<file path="config.mk">
export PLATFORM = sky130hd
export DESIGN_NAME = fetch_unit
export DESIGN_NICKNAME = d
export VERILOG_FILES = /design/src/rtl/core_pkg.sv /design/src/rtl/mux2.sv /design/src/rtl/fetch_unit.sv
export SDC_FILE = /design/constraint.sdc
export NUM_CORES = 1
export LEC_CHECK = 0
export CAP_MARGIN = 20
export CORE_ASPECT_RATIO = 1.5
export CORE_MARGIN = 3
export CORE_UTILIZATION = 48
export DETAILED_ROUTE_END_ITERATION = 6
export GPL_ROUTABILITY_DRIVEN = 1
export PLACE_DENSITY = 0.95
export SETUP_SLACK_MARGIN = 0.02
export SYNTH_ARGS = -nofsm -noshare
export SYNTH_HDL_FRONTEND = slang
export SYNTH_SLANG_ARGS = --single-unit
</file>
<file path="constraint.sdc">
create_clock -name clk -period 4.5 [get_ports clk]
set_input_delay 0.675 -clock clk [delete_from_list [all_inputs] [get_ports clk]]
set_output_delay 0.675 -clock clk [all_outputs]
set_load 0.02 [all_outputs]
</file>
<file path="src/rtl/core_pkg.sv">
// Shared core definitions: data width, the fetch FSM encoding, reset defaults
// and the canonical NOP used to fill an empty decode slot.
package core_pkg;

  localparam int XLEN = 32;

  localparam logic [XLEN-1:0] NOP_INSTR        = 32'h0000_0013;
  localparam logic [XLEN-1:0] DEFAULT_RESET_PC = 32'h0000_0000;

  typedef enum logic [1:0] {
    REQ  = 2'd0,
    WAIT = 2'd1,
    DROP = 2'd2,
    HOLD = 2'd3
  } fetch_state_t;

  // Clear the byte offset so any address becomes word aligned.
  function automatic logic [XLEN-1:0] align_word(input logic [XLEN-1:0] addr);
    return addr & 32'hFFFF_FFFC;
  endfunction

endpackage

</file>
<file path="src/rtl/mux2.sv">
// Generic 32-bit 2:1 mux: y = sel ? d1 : d0.
module mux2
  import core_pkg::*;
(
  input  logic            sel,
  input  logic [XLEN-1:0] d0,
  input  logic [XLEN-1:0] d1,
  output logic [XLEN-1:0] y
);

  assign y = sel ? d1 : d0;

endmodule

</file>
<file path="src/rtl/fetch_unit.sv">
// Instruction-fetch stage. Keeps the PC, issues one word-aligned request at a
// time to instruction memory and buffers the returned word for decode.
// Redirects from execute retarget the PC; a response that belongs to an
// abandoned request is swallowed in DROP.
//
// Handshakes:
//   imem: a request transfers on a cycle with imem_req && imem_gnt; exactly one
//         imem_rvalid follows each grant, at least one cycle later.
//   id:   an instruction transfers on a cycle with id_valid && id_ready;
//         id_pc / id_instr hold steady while id_valid && !id_ready.
module fetch_unit
  import core_pkg::*;
#(
  parameter logic [XLEN-1:0] RESET_PC = DEFAULT_RESET_PC
)(
  input  logic            clk,
  input  logic            rst,
  input  logic            redirect_valid,
  input  logic [XLEN-1:0] redirect_pc,
  output logic            imem_req,
  output logic [XLEN-1:0] imem_addr,
  input  logic            imem_gnt,
  input  logic            imem_rvalid,
  input  logic [XLEN-1:0] imem_rdata,
  output logic            id_valid,
  input  logic            id_ready,
  output logic [XLEN-1:0] id_pc,
  output logic [XLEN-1:0] id_instr
);

  // FSM state kept as a named signal so checkers can bind to it directly.
  fetch_state_t    state_q, state_d;
  logic [XLEN-1:0] pc_q, pc_d;
  logic [XLEN-1:0] pc_inc;
  logic [XLEN-1:0] redirect_target;
  logic [XLEN-1:0] pc_next;
  logic            id_valid_q, id_valid_d;
  logic [XLEN-1:0] id_pc_q, id_pc_d;
  logic [XLEN-1:0] id_instr_q, id_instr_d;

  // Sequential PC increment wraps modulo 2^32; redirect target is word aligned.
  assign pc_inc          = pc_q + 32'd4;
  assign redirect_target = align_word(redirect_pc);

  mux2 u_next_pc_mux (
    .sel (redirect_valid),
    .d0  (pc_inc),
    .d1  (redirect_target),
    .y   (pc_next)
  );

  // Request is a pure decode of state; forced low while reset is asserted.
  assign imem_req  = (state_q == REQ) && !rst;
  assign imem_addr = pc_q;

  assign id_valid = id_valid_q;
  assign id_pc    = id_pc_q;
  assign id_instr = id_instr_q;

  // Next-state, next-PC and decode-buffer update.
  always_comb begin
    state_d    = state_q;
    pc_d       = pc_q;
    id_valid_d = id_valid_q;
    id_pc_d    = id_pc_q;
    id_instr_d = id_instr_q;
    unique case (state_q)
      REQ: begin
        if (redirect_valid) begin
          pc_d    = pc_next;
          state_d = imem_gnt ? DROP : REQ;
        end else if (imem_gnt) begin
          state_d = WAIT;
        end
      end
      WAIT: begin
        if (imem_rvalid) begin
          pc_d = pc_next;
          if (redirect_valid) begin
            state_d = REQ;
          end else begin
            id_valid_d = 1'b1;
            id_pc_d    = pc_q;
            id_instr_d = imem_rdata;
            state_d    = HOLD;
          end
        end else if (redirect_valid) begin
          pc_d    = pc_next;
          state_d = DROP;
        end
      end
      DROP: begin
        if (redirect_valid) begin
          pc_d = pc_next;
        end
        if (imem_rvalid) begin
          state_d = REQ;
        end
      end
      HOLD: begin
        if (redirect_valid) begin
          pc_d       = pc_next;
          id_valid_d = 1'b0;
          state_d    = REQ;
        end else if (id_ready) begin
          id_valid_d = 1'b0;
          state_d    = REQ;
        end
      end
      default: begin
        state_d = REQ;
      end
    endcase
  end

  // State, PC and decode buffer registers with asynchronous reset.
  always_ff @(posedge clk or posedge rst) begin
    if (rst) begin
      state_q    <= REQ;
      pc_q       <= align_word(RESET_PC);
      id_valid_q <= 1'b0;
      id_pc_q    <= '0;
      id_instr_q <= NOP_INSTR;
    end else begin
      state_q    <= state_d;
      pc_q       <= pc_d;
      id_valid_q <= id_valid_d;
      id_pc_q    <= id_pc_d;
      id_instr_q <= id_instr_d;
    end
  end

endmodule

</file>
==> results of run 1 <==
through the flow:
step                area, um2  utilization  std cells
CTS                      6520        0.730        648
detailed placement       6220        0.696        632
global route             6520        0.730        648
global placement         6220        0.696        632
floorplan                4450            -        371
finish                   6520        0.730        648
routing by layer:
metal / GRT usage / part of all wire / up-vias
met3: 0.0357 / 0.056 / 23
met2: 0.422 / 0.55 / 146
li1: - / - / 1698
met5: 0 / 0 / -
met4: 0.114 / 0.028 / 0
met1: 0.266 / 0.36 / 1814
power groups by stage:
stage / combinational, mW / sequential, mW / clock, mW
floorplan: 0.370 / 1.77 / 0
global placement: 1.48 / 1.40 / 0
detailed placement: 1.52 / 1.43 / 0
CTS: 1.53 / 1.42 / 0.797
global route: 1.59 / 1.46 / 0.829
finish: 1.51 / 1.42 / 0.784
critical path: cells and delay by family:
family        cells  cell delay, ps
buf+inv           2             980
mux               1             390
simple gates      1            1020
layout by cell type, fill, tap and decap left out, types with 5 or more instances in the layout:
cell type and n:
nand2_1 29, o31ai_1 6, nand3_1 20, a31oi_1 12
or3_1 5, mux2i_1 8, xor2_1 6, nor2_1 14
nand4_1 10, dfrtp_1 96, xnor2_1 5, clkdlybuf4s50_1 165
or4_1 12, clkbuf_16 9, o21ai_0 19, mux2_2 64
cell type report:
type / count / share of cell area
clock buffer: 12 / 0.0393
tap: 110 / 0.0211
multi-input combinational: 250 / 0.289
clock inverter: 4 / 0.00748
inverter: 4 / 0.00269
sequential: 99 / 0.380
timing repair buffer: 169 / 0.260
worst max-delay path by stage:
| stage | end | slack, ps |
|---|---|---|
| floorplan | id_instr[10] | 1240 |
| global placement | id_instr[8] | 1350 |
| detailed placement | id_pc[19] | 1310 |
| CTS | id_instr[13] | 1650 |
| global route | id_instr[13] | 1530 |
| finish | id_instr[13] | 1630 |
registers in the layout, summed over array words and instances, names as in the netlist:
signal,count
id_instr,32
id_pc,32
imem_addr,32
state_q,2
id_valid,1
cells by family (layout without fill, tap and decap cells):
kind of cell,count (synthesis),in the layout,share of synthesized area
buffers and inverters,22,189,0.0214
xor gates and xnor gates,11,11,0.0217
AOI/OAI and AO/OA,46,46,0.0621
muxes,72,72,0.180
DFF,99,99,0.558
and+or+nand+nor,120,120,0.154
adders and majority gates,1,1,0.00281
==> reports/results.tsv, run 1 <==
metric	value	unit
register area	2480	um2
via count	3681	
Worst-Skew Late Latency	340	ps
Synth Flop Type	dfrtp_1	
commonest cells in the netlist	dfrtp_1 (96), mux2_2 (64), nand2_1 (29), nand3_1 (20), o21ai_0 (19)	
status	complete, no violations	
Final WS setup	1630	ps
port bufs	165	
drt initial violations	224	
crit path launch	imem_rvalid	
relative slew slack	0.272	
Post-CTS Setup Inserts	0	
HP Start	id_instr[17]	
Core Rows	42	
core area	8930	um2
startpoint types	input port	
worst-path fanout max	42	
Setup Viol. Count Final	0	
flop2flop setup slack	2130	ps
Switching Share	0.332	
fin crit period	2870	ps
CTS clock-pin slew for the worst setup and hold paths	70	ps
CTS tree	yes	
Netlist cell types	42	
sequential share of the synthesized area	0.558	
syn_nets	442	
Hold Path Class	reg -> reg	
crit path cell chain	clkdlybuf4s50_1, nor4bb_4, buf_12, mux2_2	
# DRC	0	
Clk pwr share	0.211	
H-tree levels	3	
Syn Std Cell Area	4450	um2
Leak	2.63	nW
max cap viols	0	
FF-to-FF path depth	3	
maximum clock rate	348	MHz
Psw	1.23	mW
Crit path arrival time	3090	ps
worst-margin pin slew	1090	ps
Filler Cell Count	602	
Final Max Slew Viols	0	
Multi-input gate area	1890	um2
synth top area cells	dfrtp_1 (54%), mux2_2 (16%), nand2_1 (2.4%)	
PostCTS Resize Cnt	0	
Bufs on Longest Clock Path	2	
FF-to-FF End	id_instr[13]	
Initial Util	0.498	
yosys synthesis warning count	0	
first-pass GRT wire length	19200	um
largest net degree at the start of global routing	73	
Fin. Hold Viols	0	
Hold Crit Depth	1	
pre-CTS setup slack	1310	ps
Num CTS Buffers	9	
Sequential Power Share	0.382	
Hold Slack	505	ps
Die ar.	10500	um2
crit end category	register	
Post-DP HPWL	8900	um
vias in the first global route	3863	
Synth area leader	dfrtp_1	
DRT Wirelength	12100	um
post-synthesis register bit count	99	
layout cells sized above 1	0.178	
Total GRT Usage	0.233	
Root Buffer	clkbuf_16	
Comb pwr share	0.407	
setup total negative slack	0	ps
first drt pass iteration count	4	
Tot Pwr	3.71	mW
RSZ-0062 raised after global routing	false	
EDFF count, synth	0	
num ports	168	
top-area cell type share of the netlist area	0.540	
clk sinks	99	
Antenna Nets Post-Route	0	
Peak VDD IR	0.343	mV
FF-to-FF Start	state_q[0]	
CP max stage delay	1020	ps
die width	84.6	um
diodes inserted	0	
WL/cell	18.7	um
kind of critical path	in -> reg	
Die Height	124	um
nets@finish	604	
crit path max-delay cell type	nor4bb_4	
vias per cell	5.68	
total gr overflow	0	
cell with the most instances after synthesis	dfrtp_1	
P_int	2.48	mW
Mapped Cells	371	
Post-CTS Hold Buffers	0	
Pwr Density	569	nW/um2
skew final	6.45	ps
Area Growth Syn to Fin	46.6	%
period utilisation layout	0.638	
WP data required	4720	ps
ys async rst share	1.00	
initial antenna violation count	0	
Syn Area/Cell	12.0	um2
hold path endpoint	id_instr[17]	
placer congestion estimate	0.819	
No activity file was read; power rests on OpenSTA's default activity.
==> inputs of run 2 (changes only) <==
CORE_UTILIZATION = 40   (was 48)
PLACE_DENSITY = 0.88   (was 0.95)
clock period = 2.5 ns   (was 4.5 ns; I/O delays follow)
==> reports/results.tsv, run 2 (synthesis results as in run 1) <==
metric	value	unit	change
status	complete, no violations		
kind of critical path	in -> reg		
Leak	2.69	nW	+2.2%
Peak VDD IR	0.680	mV	+98%
placer congestion estimate	0.906		+11%
initial antenna violation count	0		unchanged
register area	2480	um2	unchanged
CTS clock-pin slew for the worst setup and hold paths	70	ps	about the same
die width	92.1	um	+8.9%
worst-margin pin slew	562	ps	-528 ps
CTS tree	yes		
first drt pass iteration count	4		unchanged
fin crit period	2110	ps	
pre-CTS setup slack	33.9	ps	-1270 ps
Final WS setup	393	ps	-1240 ps
Crit path arrival time	2360	ps	-730 ps
commonest non-fill, non-tap cell in the layout	clkdlybuf4s50_1		
total gr overflow	0		unchanged
Setup Viol. Count Final	0		unchanged
# DRC	0		unchanged
largest net degree at the start of global routing	31		-58%
Die ar.	12500	um2	+19%
nets@finish	618		+2.3%
Multi-input gate area	1890	um2	unchanged
Core Rows	46		+9.5%
relative slew slack	0.624		+0.352
Root Buffer	clkbuf_16		
dpl cells	680		+7.6%
first-pass GRT wire length	20000	um	+4.1%
Hold Slack	469	ps	-35.9 ps
Post-DP HPWL	9540	um	+7.2%
H-tree levels	3		unchanged
setup total negative slack	0	ps	unchanged
FF-to-FF Start	state_q[1]		
Worst-Skew Late Latency	340	ps	about the same
Filler Cell Count	864		+44%
worst-path fanout max	5		-88%
layout cells sized above 1	0.194		+0.0154
Initial Util	0.416		-0.0824
RSZ-0062 raised after global routing	false		
WP data required	2750	ps	-1970 ps
Bufs on Longest Clock Path	2		unchanged
core area	10700	um2	+20%
clk sinks	99		unchanged
Final Max Slew Viols	0		unchanged
PostCTS Resize Cnt	0		unchanged
Num CTS Buffers	9		unchanged
num ports	168		unchanged
crit path launch	imem_rvalid		
WL/cell	17.8	um	-4.6%
FF-to-FF End	imem_addr[27]		
skew final	7.82	ps	+1.37 ps
diodes inserted	0		unchanged
FF-to-FF path depth	4		+1
final non-filler cell total	696		+7.4%
dpl cell area	6390	um2	+2.8%
Final Util	0.624		-0.106
Area Growth Syn to Fin	50.2	%	
Post-CTS Hold Buffers	0		unchanged
vias in the first global route	3884		+0.54%
Antenna Nets Post-Route	0		unchanged
vias per cell	5.27		-7.3%
period utilisation layout	0.843		
startpoint types	input port		
commonest cells after routing, fill and taps aside	clkdlybuf4s50_1 (165), dfrtp_1 (96), mux2_2 (64)		
maximum clock rate	475	MHz	
max cap viols	0		unchanged
crit end category	register		
flop2flop setup slack	460	ps	-1670 ps
Pwr Density	997	nW/um2	+75%
Tot Pwr	6.66	mW	+80%
via count	3666		-0.41%
Die Height	135	um	+9.1%
Hold Path Class	in -> async		
Total GRT Usage	0.203		-0.0299
DRT Wirelength	12400	um	+2.5%
Post-CTS Setup Inserts	0		unchanged
drt initial violations	186		-17%
Fin. Hold Viols	0		unchanged
port bufs	165		unchanged
Finished Cell Area	6680	um2	+2.5%
[run 2: cell types whose count changed in the layout (fill, tap and decap cells not counted)]
cell	delta
buf_12	+2
clkinvlp_4	+2
inv_4	-1
buf_4	+12
clkbuf_8	-1
clkinv_2	-2
clkinv_4	-1
clkbuf_1	+3
[run 2: routing by layer]
metal  part of all wire  global-route usage  wire (um)
met5                  0                   0          0
met4              0.035              0.0917        430
met3              0.051              0.0372        632
met2               0.54               0.367       6750
met1               0.37               0.230       4580
[run 2: area by class of cell]
| class | instances | share of cell area |
|---|---|---|
| Tap cell | 144 | 0.0270 |
| Multi-Input combinational cell | 250 | 0.282 |
| Timing Repair Buffer | 183 | 0.273 |
| Inverter | 4 | 0.00281 |
| Clock inverter | 2 | 0.00562 |
| Sequential cell | 99 | 0.371 |
| Clock buffer | 14 | 0.0380 |
[run 2: worst max path at each step]
| stage | endpoint |
|---|---|
| detailed placement | id_pc[10] |
| global route | imem_req |
| finish | imem_addr[27] |
| floorplan | imem_addr[14] |
| CTS | id_pc[14] |
| global placement | id_pc[5] |
[run 2: critical path, cell delays in order]
cell and delay, ps:
clkdlybuf4s50_1 610, nand3b_4 120, or4_1 630, or4_1 420, a31oi_1 200
[run 2: report_power, final]
part	leakage, nW	internal, mW	switching (mW)
combinational	1.34	1.48	1.26
clock	0.137	0.805	0.567
sequential	1.21	2.17	0.375
==> inputs of run 3 (changes only) <==
clock period = 1.88 ns   (was 2.5 ns; I/O delays follow)
==> reports/results.tsv, run 3 (synthesis results as in run 1) <==
metric	value	unit	change
relative slew slack	0.714		+0.0893
CTS clock-pin slew for the worst setup and hold paths	70	ps	about the same
diodes inserted	0		unchanged
DRT Wirelength	13300	um	+7.1%
Core Rows	46		unchanged
Worst-Skew Late Latency	340	ps	about the same
CP max stage delay	560	ps	-70 ps
via count	3903		+6.5%
Antenna Nets Post-Route	0		unchanged
final non-filler cell total	736		+5.7%
period utilisation layout	0.963		
num ports	168		unchanged
Hold Path Class	in -> async		
pre-CTS setup slack	-310	ps	-344 ps
Finished Cell Area	7100	um2	+6.2%
Leak	2.91	nW	+8.5%
Initial Util	0.416		unchanged
vias in the first global route	4102		+5.6%
maximum clock rate	552	MHz	
dpl cell area	6670	um2	+4.3%
clk sinks	99		unchanged
RSZ-0062 raised after global routing	true		
dpl cells	716		+5.3%
Pwr Density	1280	nW/um2	+29%
# DRC	0		unchanged
FF-to-FF End	imem_addr[27]		
Setup Viol. Count Final	0		unchanged
Total GRT Usage	0.209		+0.00655
worst-margin pin slew	429	ps	-133 ps
fin crit period	1810	ps	
Num CTS Buffers	9		unchanged
die width	92.1	um	unchanged
commonest non-fill, non-tap cell in the layout	clkdlybuf4s50_1		
port bufs	165		unchanged
crit path max-delay cell type	or4b_4		
Final Max Slew Viols	0		unchanged
worst-path fanout max	3		-2
WP data required	2140	ps	-610 ps
crit path cell chain	nand4_2, or4b_4, or4_1, a31oi_1		
Die ar.	12500	um2	unchanged
Area Growth Syn to Fin	59.6	%	
CTS tree	yes		
Bufs on Longest Clock Path	2		unchanged
max cap viols	0		unchanged
flop2flop setup slack	70	ps	-390 ps
H-tree levels	3		unchanged
crit end category	register		
layout cells sized above 1	0.294		+0.100
Fin. Hold Viols	0		unchanged
Peak VDD IR	0.757	mV	+11%
first-pass GRT wire length	20500	um	+2.8%
status	complete, no violations		
Post-DP HPWL	9810	um	+2.8%
nets@finish	658		+6.5%
first drt pass iteration count	4		unchanged
Tot Pwr	9.10	mW	+37%
largest net degree at the start of global routing	67		+120%
Final WS setup	69.7	ps	-323 ps
skew final	6.87	ps	-0.947 ps
total gr overflow	0		unchanged
placer congestion estimate	0.843		-7.0%
Post-CTS Hold Buffers	0		unchanged
drt initial violations	182		-2.2%
Die Height	135	um	unchanged
Root Buffer	clkbuf_16		
commonest cells after routing, fill and taps aside	clkdlybuf4s50_1 (163), dfrtp_1 (82), mux2_2 (64)		
initial antenna violation count	0		unchanged
vias per cell	5.30		+0.68%
Crit path arrival time	2070	ps	-290 ps
startpoint types	register		
kind of critical path	reg -> reg		
WL/cell	18.0	um	+1.3%
core area	10700	um2	unchanged
FF-to-FF path depth	4		unchanged
FF-to-FF Start	imem_addr[8]		
==> run 3: changes by cell type in the layout (fill, tap and decap cells not counted), moves of 3 or more <==
| cell | delta |
|---|---|
| buf_6 | +4 |
| dfrtp_2 | +14 |
| dfrtp_1 | -14 |
| buf_4 | +36 |
| or4_4 | +3 |
| clkbuf_1 | -3 |
| or4_1 | -3 |
==> run 3: worst max path at each step <==
stage,startpoint,end,depth (start not counted)
3_5_place_dp,imem_rvalid,imem_addr[27],5
2_1_floorplan,imem_addr[2],imem_addr[14],5
6_report,imem_addr[8],imem_addr[27],4
3_3_place_gp,imem_rvalid,imem_addr[27],5
4_1_cts,state_q[1],imem_addr[27],4
5_1_grt,imem_addr[8],imem_addr[27],4
==> run 3: final cells by class <==
type | count | area (um2)
Clock buffer | 12 | 256
Tap cell | 144 | 180
Inverter | 4 | 18.8
Timing Repair Buffer | 223 | 2150
Fill cell | 844 | 3610
Sequential cell | 99 | 2500
Clock inverter | 4 | 48.8
Multi-Input combinational cell | 250 | 1950
==> run 3: stage by stage <==
stage          hold slack [ps]  utilization  TNS, ps
3_3_place_gp               488        0.623   -17640
6_report                   477        0.663        0
3_5_place_dp               494        0.623   -20060
2_1_floorplan              402            -        0
5_1_grt                    510        0.663    -8.45
4_1_cts                    496        0.652        0
==> run 3: layer usage <==
metal | wire length (um) | part of all wire | global-route usage
met5 | 0 | 0 | 0
met4 | 449 | 0.034 | 0.0901
met3 | 726 | 0.055 | 0.0456
met2 | 7390 | 0.56 | 0.382
met1 | 4720 | 0.36 | 0.232
==> run 3: power breakdown <==
| part | total, mW | switching [mW] | internal, mW |
|---|---|---|---|
| Sequential | 3.31 | 0.421 | 2.89 |
| Combinational | 3.90 | 1.81 | 2.08 |
| Clock | 1.89 | 0.787 | 1.10 |
==> run 3: worst max-delay path: cells and delay by family (launching register included) <==
family,cells,cell delay (ps)
and+or+nand+nor,3,1180
AOI/OAI and AO/OA,1,160
DFF,1,390
==> run 3: repair_timing <==
action	4_1_cts	5_1_grt
setup endpoints to repair	2	60
pin swaps	0	4
setup buffers	1	2
gates resized for setup	2	18
cloned	0	1
